## src/rtl/pattern_pkg.sv

```systemverilog
// pattern_pkg: shared state encoding and default constants for the pattern stream blocks
package pattern_pkg;
  typedef enum logic {IDLE, SHIFT} state_t;
  localparam int STREAM_WIDTH = 30;
  localparam int PAT_WIDTH = 4;
  localparam logic [3:0] PATTERN = 4'b1011;
endpackage

```

## src/rtl/pattern_sent_marker.sv

```systemverilog
// pattern_sent_marker: history of valid stream bits with a registered match flag (built only with PATTERN_MARK_EN)
`ifdef PATTERN_MARK_EN
module pattern_sent_marker #(
  parameter int N = 4,
  parameter logic [N-1:0] MATCH = '0
) (
  input  logic clk,
  input  logic reset,
  input  logic bit_valid,
  input  logic bit_in,
  output logic hit
);
  logic [N-1:0] hist;
  logic [N-1:0] nxt_hist;
  assign nxt_hist = {hist[N-2:0], bit_in};
  // shift history only on bits that will be presented as valid; flag aligns with that bit
  always_ff @(posedge clk) begin
    if (reset) begin
      hist <= '0;
      hit <= 1'b0;
    end else begin
      hit <= bit_valid && nxt_hist == MATCH;
      if (bit_valid) hist <= nxt_hist;
    end
  end
endmodule
`endif

```

## src/rtl/pattern_stream_gen.sv

```systemverilog
// pattern_stream_gen: MSB-first serializer with valid/last qualifiers; PATTERN_MARK_EN adds pattern_sent
module pattern_stream_gen
  import pattern_pkg::*;
#(
  parameter int WIDTH = STREAM_WIDTH,
  parameter int LEN_W = $clog2(WIDTH + 1)
`ifdef PATTERN_MARK_EN
  ,
  parameter int PAT_WIDTH = pattern_pkg::PAT_WIDTH,
  parameter logic [PAT_WIDTH-1:0] PATTERN = pattern_pkg::PATTERN
`endif
) (
  input  logic             clk,
  input  logic             reset,
  input  logic             load_valid,
  output logic             load_ready,
  input  logic [WIDTH-1:0] load_data,
  input  logic [LEN_W-1:0] load_len,
  output logic             stream_out,
  output logic             stream_valid,
  output logic             stream_last,
  output logic             busy
`ifdef PATTERN_MARK_EN
  ,
  output logic             pattern_sent
`endif
);
  state_t state, nxt_state;
  logic [WIDTH-1:0] shreg, nxt_shreg;
  logic [LEN_W-1:0] remaining, nxt_remaining, eff_len;
  logic last_bit, accept;
  assign last_bit = state == SHIFT && remaining == LEN_W'(1);
  assign load_ready = !reset && (state == IDLE || last_bit);
  assign accept = load_valid && load_ready;
  assign eff_len = (load_len == '0 || load_len > LEN_W'(WIDTH)) ? LEN_W'(WIDTH) : load_len;
  // next word/shift state; a load in the final-bit cycle chains the next word with no gap
  always_comb begin
    nxt_state = accept ? SHIFT : last_bit ? IDLE : state;
    nxt_shreg = accept ? load_data : shreg << 1;
    nxt_remaining = accept ? eff_len : state == SHIFT ? remaining - LEN_W'(1) : remaining;
  end
  // state plus outputs registered from the next state so they describe the bit now on stream_out
  always_ff @(posedge clk) begin
    if (reset) begin
      state <= IDLE;
      shreg <= '0;
      remaining <= '0;
      stream_out <= 1'b0;
      stream_valid <= 1'b0;
      stream_last <= 1'b0;
      busy <= 1'b0;
    end else begin
      state <= nxt_state;
      shreg <= nxt_shreg;
      remaining <= nxt_remaining;
      stream_out <= nxt_state == SHIFT && nxt_shreg[WIDTH-1];
      stream_valid <= nxt_state == SHIFT;
      stream_last <= nxt_state == SHIFT && nxt_remaining == LEN_W'(1);
      busy <= nxt_state == SHIFT;
    end
  end
`ifdef PATTERN_MARK_EN
  pattern_sent_marker #(.N(PAT_WIDTH), .MATCH(PATTERN)) u_marker (
    .clk(clk),
    .reset(reset),
    .bit_valid(nxt_state == SHIFT),
    .bit_in(nxt_shreg[WIDTH-1]),
    .hit(pattern_sent)
  );
`endif
endmodule

```

## config.mk

```make
export PLATFORM = sky130hd
export DESIGN_NAME = pattern_stream_gen
export DESIGN_NICKNAME = d
export VERILOG_FILES = /design/src/rtl/pattern_pkg.sv /design/src/rtl/pattern_sent_marker.sv /design/src/rtl/pattern_stream_gen.sv
export SDC_FILE = /design/constraint.sdc
export NUM_CORES = 1
export LEC_CHECK = 0
export ABC_AREA = 1
export BUFFER_PORTS_ARGS = -buffer_cell sky130_fd_sc_hd__buf_2
export CELL_PAD_IN_SITES_DETAIL_PLACEMENT = 1
export CELL_PAD_IN_SITES_GLOBAL_PLACEMENT = 2
export CORE_ASPECT_RATIO = 2
export CORE_MARGIN = 4
export CORE_UTILIZATION = 27
export CTS_BUF_LIST = sky130_fd_sc_hd__clkbuf_16
export DETAILED_ROUTE_END_ITERATION = 8
export PLACE_DENSITY_LB_ADDON = 0.1
export REMOVE_ABC_BUFFERS = 1
export SLEW_MARGIN = 20
export SYNTH_ARGS = -nofsm -noshare
export SYNTH_HDL_FRONTEND = slang
export SYNTH_HIERARCHICAL = 1
export SYNTH_SLANG_ARGS = --single-unit
```

## constraint.sdc

```tcl
create_clock -name clk -period 1.6 [get_ports clk]
set_input_delay 0.08 -clock clk [delete_from_list [all_inputs] [get_ports clk]]
set_output_delay 0.08 -clock clk [all_outputs]
set_load 0.01 [all_outputs]
```

==> metrics.csv <==
stage,metric,value,unit
worst_setup_path,r2r setup slk,0.09,ns
floorplan,die footprint,0.00706,mm2
worst_setup_path,R2R depth,12,
worst_setup_path,CP endpoint,shreg[13],
sta,Max Fclk,0.663,GHz
routing,vias per cell,4.59,
sta,min cycle time layout,1.51,ns
pwr,sw frac,0.257,
worst_setup_path,critical path class,register to register,
synthesis,synthesized cell area,0.00154,mm2
floorplan,Die Width,61.5,um
global_routing,grt met1 use,0.138,
routing,drt pass-1 iters,4,
worst_setup_path,Crit-path slowest cell,dfxtp_2,
global_routing,global route overflow,0,
routing,final antenna-violating net count,0,
clock_network,CTS Root Cell,clkbuf_16,
global_routing,largest net degree at the start of global routing,31,
sta,Clock Skew,0.00463,ns
floorplan,Site Rows,38,
synthesis,YS warnings,6,
pwr,pwr dens,1090,mW/mm2
clock_network,Max H-tree Level,2,
finish,FILL cells,683,
worst_setup_path,"critical path fanouts, max",5,
finish,layout cells sized above 1,0.297,
sta,Final setup viols,0,
status,status,"complete, no violations",
synthesis,Synth top area share,0.480,
finish,area grow syn2layout,40.9,%
routing,routed length per placed instance,13.6,um
finish,most frequent cells in the layout,"nand2_1, buf_2, dfxtp_1, nand3_1, nor2_1",
worst_setup_path,Setup crit end kind,register,
global_routing,most used routing layer,met2,
global_routing,initial antenna violation count,0,
routing,Routed WL,4.46,mm
global_routing,met2 GRT Util,0.252,
global_routing,M3 GR Usage,0.0258,
routing,Residual DRC,0,
routing,initial DRC count,9,
worst_setup_path,Crit Reg-Reg Endpoint,shreg[13],
floorplan,Core ar.,0.00547,mm2
sta,WHS,0.00242,ns
worst_setup_path,Worst Setup SP,remaining[1],
synthesis,synthesized instance count,211,
synthesis,"Avg Cell Area, Syn",7.31,um2
sta,Max-slew headroom,0.783,
place,Area after DPL,0.00182,mm2
pwr,part of the power in combinational logic,0.174,
floorplan,Ports,43,
synthesis,Yosys top cell by area,dfxtp_1,
sta,Slew @ Worst Pin,0.325,ns
pwr,P_sw,0.000607,W
sta,final setup TNS,0,ns
worst_hold_path,Hold Path Class,primary input to register,
worst_setup_path,reg-to-reg startpoint,remaining[1],
global_routing,first-pass GRT wire length,7.04,mm
worst_setup_path,crit-path max cell delay,0.33,ns
worst_setup_path,crit-path most repeated cell,nand2_1,
pwr,clock power share,0.389,
finish,final net count,308,
synthesis,synth top area cells,"dfxtp_1, nand2_1, nand3_1",
finish,"commonest non-fill, non-tap cell in the layout",nand2_1,
finish,final instance area,0.00217,mm2
place,DP HPWL,3.18,mm
pwr,sequential share of power,0.437,
sta,Tcrit/Tclk final,0.943,
place,I/O Buffers,42,
pwr,peak supply drop,847,uV
worst_hold_path,hold_sp,load_data[5],
flow_run,Max Cap Viol,0,
clock_network,clock tree buffer depth,2,
sta,Fin. Hold Viols,0,
place,GP Congestion,0.736,
clock_network,CTS tree,done,
synthesis,post-synthesis sequential area ratio,0.480,
pwr,Leak,1.12,nW
global_routing,gr usage total,0.134,
floorplan,Chip Height,115,um
worst_setup_path,CP startpoint kind,register,
synthesis,Synth Register Bits,37,
finish,Final Core Density,0.397,
worst_setup_path,WP data required,1.76,ns
sta,unrepaired setup endpoints after global routing,yes,
sta,Final Max Slew Viols,0,
finish,# diodes,0,
clock_network,CTS sink count,37,
worst_setup_path,CP Cell Sequence,inv_2 > ha_4 > inv_2 > nor2_1 > nand2_1 > nand2_2 > nand3_4 > clkinvlp_4 > buf_6 > clkbuf_16 > nand2_1 > nand2_1,
clock_network,"Reg clk slew, reported paths",0.06,ns
pwr,internal power,0.00176,W
floorplan,initial core utilization,0.282,
worst_setup_path,crit path DAT,1.67,ns
routing,via count,1509,
global_routing,vias in the first global route,1550,
synthesis,count of distinct cell types in the synthesized netlist,22,
clock_network,Clock Latency Late Sink,0.27,ns
clock_network,CTS Buf Count,5,
worst min path at each step:
stage / to / slack (ns) / depth (start not counted)
floorplan: remaining[3] / 0.15 / 1
global placement: shreg[2] / 0.28 / 3
detailed placement: shreg[3] / 0.28 / 3
CTS: shreg[4] / 0.0004 / 3
global route: shreg[16] / 0.01 / 3
finish: shreg[5] / 0.002 / 3
what timing repair did:
item	4_1_cts	5_1_grt
endpoints found under the hold margin	5	0
setup buffers	1	3
gates cloned	0	3
pin swaps	0	2
setup endpoints to repair	20	32
hold buffers	5	0
resized for setup	1	17
cells in the mapped netlist:
| library cell | count |
|---|---|
| buf_2 | 4 |
| dfxtp_1 | 37 |
| inv_1 | 14 |
| nand3_1 | 35 |
| xnor2_1 | 1 |
| nand3_2 | 1 |
| and2_1 | 1 |
| nand2_2 | 2 |
| nand3b_1 | 2 |
| o21ai_0 | 2 |
| a21oi_1 | 3 |
| buf_4 | 5 |
| ha_1 | 2 |
| o21ai_1 | 1 |
| o21ai_2 | 1 |
| nor2_1 | 16 |
| inv_2 | 1 |
| xor2_1 | 1 |
| buf_1 | 1 |
| buf_6 | 2 |
| nand4_1 | 2 |
| nand2_1 | 77 |
metrics by stage:
step                worst slack (ns)  std cells  power (W)
floorplan                     -0.470        199    0.00123
finish                        0.0915        329    0.00236
global route                 -0.0443        329    0.00250
detailed placement          0.000578        309    0.00139
global placement             0.00951        309    0.00139
CTS                           0.0117        323    0.00235
power groups by stage:
| stage | sequential, W | combinational, W | clock, W |
|---|---|---|---|
| after floorplan | 0.00105 | 0.000185 | 0 |
| final | 0.00103 | 0.000411 | 0.000921 |
| after global routing | 0.00104 | 0.000472 | 0.000992 |
| after detailed placement | 0.00105 | 0.000342 | 0 |
| after CTS | 0.00103 | 0.000362 | 0.000957 |
| after global placement | 0.00105 | 0.000340 | 0 |
critical path, delay by kind of cell, from the launching register on:
kind / cells / cell delay (ns)
DFF: 1 / 0.33
and+or+nand+nor: 6 / 0.45
buffers and inverters: 5 / 0.48
adders and majority gates: 1 / 0.15
routing by layer:
layer | share of wire | vias to the layer above | wire length, um
met5 | 0 | - | 0
met4 | 0.013 | 0 | 58
met3 | 0.038 | 5 | 169
met2 | 0.61 | 30 | 2740
met1 | 0.34 | 703 | 1500
li1 | - | 771 | -
logic make-up after synthesis:
kind of cell / count (synthesis) / synth area share
and+or+nand+nor: 136 / 0.376
DFF: 37 / 0.480
buffers and inverters: 27 / 0.0908
AOI/OAI and AO/OA: 7 / 0.0251
xor gates and xnor gates: 2 / 0.0114
adders and majority gates: 2 / 0.0162
sequential cells by signal, summed over array words and instances (netlist names):
| name | count |
|---|---|
| shreg | 29 |
| remaining | 5 |
| state | 1 |
| stream_last | 1 |
| stream_out | 1 |
final cells by class:
type                       instances  area [um2]  area share
tap                               60        75.1      0.0345
inverter                          15        60.1      0.0276
timing repair buffer              62         452       0.208
clock inverter                     3        13.8     0.00633
clock buffer                       5         125      0.0576
sequential                        37         743       0.342
multi-input combinational        147         704       0.324
Note: power is estimated with default switching activity, not from simulation.
